$ cat src/rtl/rv32_pkg.sv
// Shared definitions for the RV32IM next-PC sequencer: FSM state
// encoding, trap cause codes and default boot/trap vectors.
package rv32_pkg;

    typedef enum logic [1:0] {
        ST_BOOT  = 2'd0,
        ST_RUN   = 2'd1,
        ST_STALL = 2'd2,
        ST_HALT  = 2'd3
    } seq_state_t;

    localparam logic [1:0] CAUSE_MISALIGN = 2'd0;
    localparam logic [1:0] CAUSE_TIMEOUT  = 2'd1;

    localparam logic [31:0] DEF_RESET_VEC = 32'h0000_0000;
    localparam logic [31:0] DEF_TRAP_VEC  = 32'h0000_0100;

endpackage

$ cat src/rtl/stall_watchdog.sv
// Stall watchdog: counts cycles a multi-cycle unit holds the PC.
// Ports: clk, rst (sync, active-high), clear, enable -> expired.
// expired is high while the count equals STALL_TIMEOUT-1.
module stall_watchdog #(
    parameter int STALL_TIMEOUT = 64
) (
    input  logic clk,
    input  logic rst,
    input  logic clear,
    input  logic enable,
    output logic expired
);

    localparam int W = $clog2(STALL_TIMEOUT);
    localparam logic [W-1:0] LAST = W'(STALL_TIMEOUT - 1);

    logic [W-1:0] r_count;

    always_ff @(posedge clk) begin
        if (rst) begin
            r_count <= '0;
        end else if (clear) begin
            r_count <= '0;
        end else if (enable) begin
            r_count <= r_count + W'(1);
        end
    end

    assign expired = (r_count == LAST);

endmodule

$ cat src/rtl/pc_sequencer.sv
// Next-PC controller for the single-cycle RV32IM core.
// Inputs: clk, rst, curr_addr, branch/jump/jalr controls, stall and
// halt requests. Outputs: next_addr, trap_valid/cause/epc, halted,
// instret (64-bit retired-instruction count).
module pc_sequencer
    import rv32_pkg::*;
#(
    parameter logic [31:0] RESET_VEC     = DEF_RESET_VEC,
    parameter logic [31:0] TRAP_VEC      = DEF_TRAP_VEC,
    parameter int          STALL_TIMEOUT = 64
) (
    input  logic        clk,
    input  logic        rst,
    input  logic [31:0] curr_addr,
    input  logic        branch_taken,
    input  logic [31:0] branch_target,
    input  logic        jump,
    input  logic [31:0] jump_target,
    input  logic        jalr,
    input  logic [31:0] jalr_target,
    input  logic        stall_req,
    input  logic        stall_done,
    input  logic        halt_req,
    output logic [31:0] next_addr,
    output logic        trap_valid,
    output logic [1:0]  trap_cause,
    output logic [31:0] trap_epc,
    output logic        halted,
    output logic [63:0] instret
);

    seq_state_t  r_state;
    seq_state_t  w_state_nxt;
    logic        r_trap_valid;
    logic [1:0]  r_trap_cause;
    logic [31:0] r_trap_epc;
    logic [63:0] r_instret;

    logic [31:0] w_next_addr;
    logic [31:0] w_target;
    logic        w_redirect;
    logic        w_misalign;
    logic        w_resolve;
    logic        w_trap;
    logic [1:0]  w_cause;
    logic        w_retire;
    logic        w_wd_clear;
    logic        w_wd_en;
    logic        w_wd_expired;

    stall_watchdog #(
        .STALL_TIMEOUT(STALL_TIMEOUT)
    ) u_wd (
        .clk    (clk),
        .rst    (rst),
        .clear  (w_wd_clear),
        .enable (w_wd_en),
        .expired(w_wd_expired)
    );

    // Target mux, first match wins; JALR clears bit 0.
    always_comb begin
        w_target = curr_addr + 32'd4;
        if (jalr) begin
            w_target = {jalr_target[31:1], 1'b0};
        end else if (jump) begin
            w_target = jump_target;
        end else if (branch_taken) begin
            w_target = branch_target;
        end
    end

    assign w_redirect = jalr | jump | branch_taken;
    assign w_misalign = w_redirect & w_target[1];

    always_comb begin
        w_state_nxt = r_state;
        w_next_addr = curr_addr;
        w_trap      = 1'b0;
        w_cause     = CAUSE_MISALIGN;
        w_retire    = 1'b0;
        w_wd_clear  = 1'b0;
        w_wd_en     = 1'b0;
        w_resolve   = 1'b0;
        unique case (r_state)
            ST_BOOT: begin
                w_next_addr = RESET_VEC;
                w_state_nxt = ST_RUN;
            end
            ST_RUN: begin
                if (stall_req && !stall_done) begin
                    // Watchdog goes 0 -> 1 on the stall entry edge.
                    w_wd_en     = 1'b1;
                    w_state_nxt = ST_STALL;
                end else begin
                    w_resolve = 1'b1;
                end
            end
            ST_STALL: begin
                if (stall_done) begin
                    // Done wins over a same-cycle timeout.
                    w_resolve  = 1'b1;
                    w_wd_clear = 1'b1;
                end else if (w_wd_expired) begin
                    w_next_addr = TRAP_VEC;
                    w_trap      = 1'b1;
                    w_cause     = CAUSE_TIMEOUT;
                    w_wd_clear  = 1'b1;
                    w_state_nxt = ST_RUN;
                end else begin
                    w_wd_en = 1'b1;
                end
            end
            ST_HALT: begin
                w_next_addr = curr_addr;
            end
            default: begin
                w_state_nxt = ST_BOOT;
            end
        endcase

        if (w_resolve) begin
            if (halt_req) begin
                w_next_addr = curr_addr;
                w_retire    = 1'b1;
                w_state_nxt = ST_HALT;
            end else if (w_misalign) begin
                w_next_addr = TRAP_VEC;
                w_trap      = 1'b1;
                w_cause     = CAUSE_MISALIGN;
                w_state_nxt = ST_RUN;
            end else begin
                w_next_addr = w_target;
                w_retire    = 1'b1;
                w_state_nxt = ST_RUN;
            end
        end
    end

    always_ff @(posedge clk) begin
        if (rst) begin
            r_state      <= ST_BOOT;
            r_trap_valid <= 1'b0;
            r_trap_cause <= CAUSE_MISALIGN;
            r_trap_epc   <= '0;
            r_instret    <= '0;
        end else begin
            r_state      <= w_state_nxt;
            r_trap_valid <= w_trap;
            if (w_trap) begin
                r_trap_cause <= w_cause;
                r_trap_epc   <= curr_addr;
            end
            if (w_retire) begin
                r_instret <= r_instret + 64'd1;
            end
        end
    end

    assign next_addr  = w_next_addr;
    assign trap_valid = r_trap_valid;
    assign trap_cause = r_trap_cause;
    assign trap_epc   = r_trap_epc;
    assign halted     = (r_state == ST_HALT);
    assign instret    = r_instret;

endmodule

$ cat config.mk
export PLATFORM = sky130hd
export DESIGN_NAME = pc_sequencer
export DESIGN_NICKNAME = d
export VERILOG_FILES = /design/src/rtl/rv32_pkg.sv /design/src/rtl/stall_watchdog.sv /design/src/rtl/pc_sequencer.sv
export SDC_FILE = /design/constraint.sdc
export NUM_CORES = 1
export LEC_CHECK = 0
export ABC_AREA = 1
export BUFFER_PORTS_ARGS = -buffer_cell sky130_fd_sc_hd__buf_2
export CAP_MARGIN = 20
export CELL_PAD_IN_SITES_DETAIL_PLACEMENT = 1
export CELL_PAD_IN_SITES_GLOBAL_PLACEMENT = 2
export CORE_MARGIN = 1.5
export CORE_UTILIZATION = 27
export CTS_BUF_LIST = sky130_fd_sc_hd__clkbuf_16
export DETAILED_ROUTE_END_ITERATION = 8
export GPL_TIMING_DRIVEN = 0
export PLACE_DENSITY = 0.95
export SLEW_MARGIN = 25
export SYNTH_ARGS = -nofsm -noshare
export SYNTH_HDL_FRONTEND = slang
export SYNTH_SLANG_ARGS = --single-unit
$ cat constraint.sdc
create_clock -name clk -period 4.7 [get_ports clk]
set_clock_uncertainty 0.2 [all_clocks]
set_input_delay 0.94 -clock clk [delete_from_list [all_inputs] [get_ports clk]]
set_output_delay 0.94 -clock clk [all_outputs]
set_load 0.01 [all_outputs]
== Word-level counts from Yosys, hierarchy flattened ==
Index checks and enable logic that the tools add are counted.
Storage, ports and cells
  register bits after elaboration: 107
  bits of input ports: 136
  output and inout port bits: 132
  logic and storage cells: 64
Operators by class
  add/sub/neg operators: 3
  equal/unequal tests: 7
  mux-type cells: 39
  bitwise operators: 3
  reductions and logical operators: 6
Operator list (count)
  two-way mux 32 bit: 8
  adder 64 x 1 -> 64 bit (second input constant): 1
  one-hot mux 32 bit (2 select lines): 1
  adder 32 x 3 -> 32 bit (second input constant): 1
  two-way mux 1 bit: 19
  two-way mux 2 bit: 8
  adder 6 x 1 -> 6 bit (second input constant): 1
  equality test 6 bit (second input constant): 1
  inequality test 3 bit (second input constant): 2
  one-hot mux 2 bit (3 select lines): 1
  equality test 2 bit (second input constant): 2
  one-hot mux 1 bit (2 select lines): 2
  AND reduction 4 bit: 1
  nonzero test 4 bit: 1
  inequality test 3 x 2 -> 1 bit (second input constant): 1
  equality test 2 x 1 -> 1 bit (second input constant): 1
  logical NOT 2 bit: 1
  OR 1 bit: 2
  OR reduction 2 bit: 1
  AND 1 bit: 1
  logical AND 1 bit: 1
  logical NOT 1 bit: 1

== Logic depth before layout (Yosys ltp) ==
  word-level depth: 8
  depth in mapped cells: 14
  mapped depth without buffers: 13

== Hierarchy ==
A second synthesis with hierarchy kept.
Second synthesis, totals
  cells, all modules: 1456
  area total of the unflattened synthesis: 8262.9 um2
By module, submodules not included
  pc_sequencer: instances 1, cells an instance 1419, area each 7995.2 um2, seq. area each 2001.9 um2
  stall_watchdog: instances 1, cells an instance 37, area each 267.8 um2, seq. area each 120.1 um2

== Worst setup path before layout ==
Ideal clock, no wire load.
  path kind: input -> output
  start: input port branch_taken
  end: output port next_addr[4]
  arrival: 2.079 ns
  required time: 3.560 ns
  setup slack: 1.481 ns
  stages: 7
  path buffers: 2
  cells stage by stage: buf_2 -> nor3_1 -> inv_1 -> nand2_2 -> nand2_2 -> buf_2 -> o31ai_1
On the way
  cells in the longest elaborated chain, start to end: 7
  elaborated cells on any way between the ends: 8
  classes of those cells: mux: 6; bitwise: 2
Ends and longest elaborated chain
  from (decl): line pc_sequencer.sv:15  | input logic branch_taken,
  two-way mux 32 bit: line pc_sequencer.sv:68  | end else if (branch_taken) begin
  two-way mux 32 bit: line pc_sequencer.sv:66  | end else if (jump) begin
  two-way mux 32 bit: line pc_sequencer.sv:64  | if (jalr) begin
  AND 1 bit: line pc_sequencer.sv:74  | assign w_misalign = w_redirect & w_target[1];
  two-way mux 32 bit (*): line pc_sequencer.sv:127  | end else if (w_misalign) begin
  two-way mux 32 bit (*): line pc_sequencer.sv:123  | if (halt_req) begin
  two-way mux 32 bit (*): line pc_sequencer.sv:122  | if (w_resolve) begin
  to (decl): line pc_sequencer.sv:24  | output logic [31:0] next_addr,
Every way passes the cells marked *; elsewhere a longest branch is shown, timed or not.

== Worst setup path in the final report ==
  start: input port curr_addr[2]
  end: output port next_addr[28]
On the way
  cells in the longest elaborated chain, start to end: 7
Ends and longest elaborated chain
  from (decl): line pc_sequencer.sv:14  | input logic [31:0] curr_addr,
  adder 32 x 3 -> 32 bit: line pc_sequencer.sv:63  | w_target = curr_addr + 32'd4;
  two-way mux 32 bit: line pc_sequencer.sv:68
  two-way mux 32 bit: line pc_sequencer.sv:66
  two-way mux 32 bit: line pc_sequencer.sv:64
  two-way mux 32 bit: line pc_sequencer.sv:127
  two-way mux 32 bit: line pc_sequencer.sv:123
  two-way mux 32 bit: line pc_sequencer.sv:122
No other way between the ends.

==> results.json <==
{
  "outcome": "complete, no violations",
  "drt_iter0_markers": 475,
  "crit_arrival_ps": 2720,
  "vias": 10346,
  "required_ps": 3560,
  "path_class": "in2out",
  "period_needed_ps": 3860,
  "start_util_pct": 27.4,
  "synth_top_area_share_pct": 26.2,
  "cts_max_level": 3,
  "drt-wirelength-per-cell_um": 18.2,
  "cpMaxStageDelayCell": "nor2_1",
  "clock_path_buffers": 2,
  "drc": 0,
  "drt-met1-wl_um": 16600,
  "grt_pass1_vias": 10681,
  "critPathMostFrequentCell": "nand2_1",
  "cts_tree": "yes",
  "rrSetupSlack_ps": 2020,
  "dr_wl_met3_um": 2000,
  "syn_avg_cell_area_um2": 5.60,
  "synth.most_common_cell": "nand2_1",
  "min_delay_path_depth": 2,
  "cpLargestDelayFamily": "simple AND/OR/NAND/NOR gates",
  "num_rows": 63,
  "io_buffers": 262,
  "synth_area_um2": 8110,
  "finalCritPeriodShare_pct": 82.2,
  "tightest_slew_ps": 685,
  "yosysSeqAreaShare_pct": 26.2,
  "layout.nets": 1863,
  "r2r_start": "instret[0]$_SDFFE_PP0P_",
  "core_um2": 29600,
  "setup_tns_ps": 0,
  "area_growth_pct": 25.7,
  "utilization_pct": 34.4,
  "cellPowerDensity_nw_per_um2": 273,
  "ys_top_cells_by_count": "nand2_1 (507), nor2_1 (318), dfxtp_1 (106), a21oi_1 (101), inv_1 (79)",
  "ys_types": 38,
  "ios": 268,
  "path_cells": "buf_2 -> ha_1 -> nand2_1 -> nor2_1 -> nand2_1 -> nor2_1 -> nand3_1 -> nand2_1 -> nand2_1 -> nand2_1 -> nand2_1 -> nand2_1 -> o21ai_0 -> buf_2",
  "yosysTopAreaCell": "dfxtp_1",
  "p_leak_nw": 4.50,
  "slowest_delay_ps": 280,
  "crit_buf_inv": 2,
  "ant_nets": 0,
  "cts_num_sinks": 106,
  "die_area_um2": 31100,
  "cts_root_buffer": "clkbuf_16",
  "die_h_um": 176,
  "maxSlewHeadroom_pct": 54.3,
  "yosysWarnings": 0,
  "maxCapViolCount": 0,
  "grt_antenna_before_repair": 1,
  "top_layer": "met4",
  "die_w_um": 176,
  "async_reset_ff_share_pct": 0,
  "overflow": 0,
  "grt_max_degree": 20,
  "wl_met2_um": 18600,
  "whs_ps": 282,
  "worst_setup_hold_path_clk_slew_ps": 80,
  "grt_pass1_wl_um": 59000,
  "max_freq_ghz": 0.259,
  "holdBufCountCts": 0,
  "post_cts_buffers": 0,
  "hold_start": "u_wd.r_count[5]$_SDFFE_PP0P_",
  "syn_nets": 1590,
  "synthTopCellsByArea": "dfxtp_1 (26%), nand2_1 (23%), nor2_1 (15%)",
  "peakVddDrop_mv": 0.145,
  "rsz0062_at_grt": "false",
  "viasPerCell": 4.89,
  "setup_violations": 0,
  "totalPowerFinal_mw": 2.78,
  "hold_path_end": "u_wd.r_count[5]$_SDFFE_PP0P_",
  "worstSetupEndpointType": "output pin",
  "synthFlopType": "dfxtp_1",
  "firstDrtPassIters": 5,
  "drv_slew": 0,
  "final_hold_viol_count": 0,
  "place_congestion": 0.931,
  "synth_edf_count": 0,
  "cts_buffers": 9,
  "worst_setup_path_start_kind": "input port",
  "cts-resized-gates": 0,
  "r2r_end": "instret[58]$_SDFFE_PP0P_",
  "clock_latency_ps": 370,
  "grt_usage_pct": 24.7,
  "crit_fanout": 7,
  "drive_above_1_share_pct": 19.2,
  "synth-seq-cells": 106,
  "ff2ff_path_depth": 10,
  "hpwl_um": 32200,
  "hp-class": "reg2reg",
  "routed_wl_um": 38600,
  "netlist_instances": 1447
}
-- cells in the final DEF (no fill, tap or decap), types with 7 or more instances in the layout --
cell       instances
xor2_1            17
nand4_1           11
buf_2            271
nor3_1             7
nand3_1           52
xnor2_1           37
clkbuf_1          24
o21ai_1           17
dfxtp_1          106
nand2_2            7
nand2_1          507
buf_4             16
nand3b_1          14
a21oi_1          101
nor2_1           318
ha_1               7
o21ai_0           70
inv_1             80
clkbuf_16          9
-- metrics by stage --
stage	std cells	cell area, um^2	setup WS (ps)
floorplan	1447	8110	1480
global placement	2099	9910	901
detailed placement	2099	9910	858
CTS	2115	10200	854
global route	2116	10200	623
finish	2116	10200	839
-- state kept, by name, summed over array words and instances (netlist names) --
signal and flops:
r_state 2, trap_cause 1, trap_valid 1, trap_epc 32, u_wd.r_count 6, instret 64
-- layout make-up --
type	instances	area [um^2]
fillers	4162	19400
multi-input cells	1200	5360
flip-flops and latches	106	2120
repair buffers	262	1310
well taps	390	488
inverters	86	324
plain buffers	55	300
clock buffers	9	225
clock inverters	7	60.1
diodes	1	2.50
-- routing by layer --
| layer | track usage, % | up-vias |
|---|---|---|
| met5 | 0 | - |
| met2 | 43.5 | 274 |
| met4 | 9.58 | 0 |
| met3 | 4.80 | 64 |
| met1 | 29.5 | 4909 |
| li1 | - | 5099 |
-- where the power goes --
part           internal, mW  switching, mW  leakage (nW)
clock network         0.371          0.392         0.142
logic                 0.344          0.718          3.51
registers             0.930         0.0276         0.855
-- worst max-delay path by stage --
stage,startpoint,to,slack [ps],cells after the start
after global placement,curr_addr[2],next_addr[28],900,14
after floorplan,branch_taken,next_addr[4],1480,7
final,curr_addr[2],next_addr[28],840,14
after global routing,curr_addr[2],next_addr[28],620,14
after CTS,curr_addr[2],next_addr[28],850,14
after detailed placement,curr_addr[2],next_addr[28],860,14
-- logic make-up (layout without fill, tap and decap cells) --
kind of cell             count (synthesis)  count (layout)  synth area share, %
AND/OR/NAND/NOR                        935             935                 46.2
buffers and inverters                  141             419                 7.70
flip-flops                             106             106                 26.2
other                                    1               2               0.0462
adder cells (fa/ha/maj)                  7               7                 1.08
XOR/XNOR                                54              54                 5.83
AO/OA/AOI/OAI                          203             203                 13.0
-- worst min-delay path, stage by stage (launching register included) --
cell     delay, ps
dfxtp_1        320
nand2_1         60
a21oi_1         60
No activity file was read; power rests on OpenSTA's default activity.
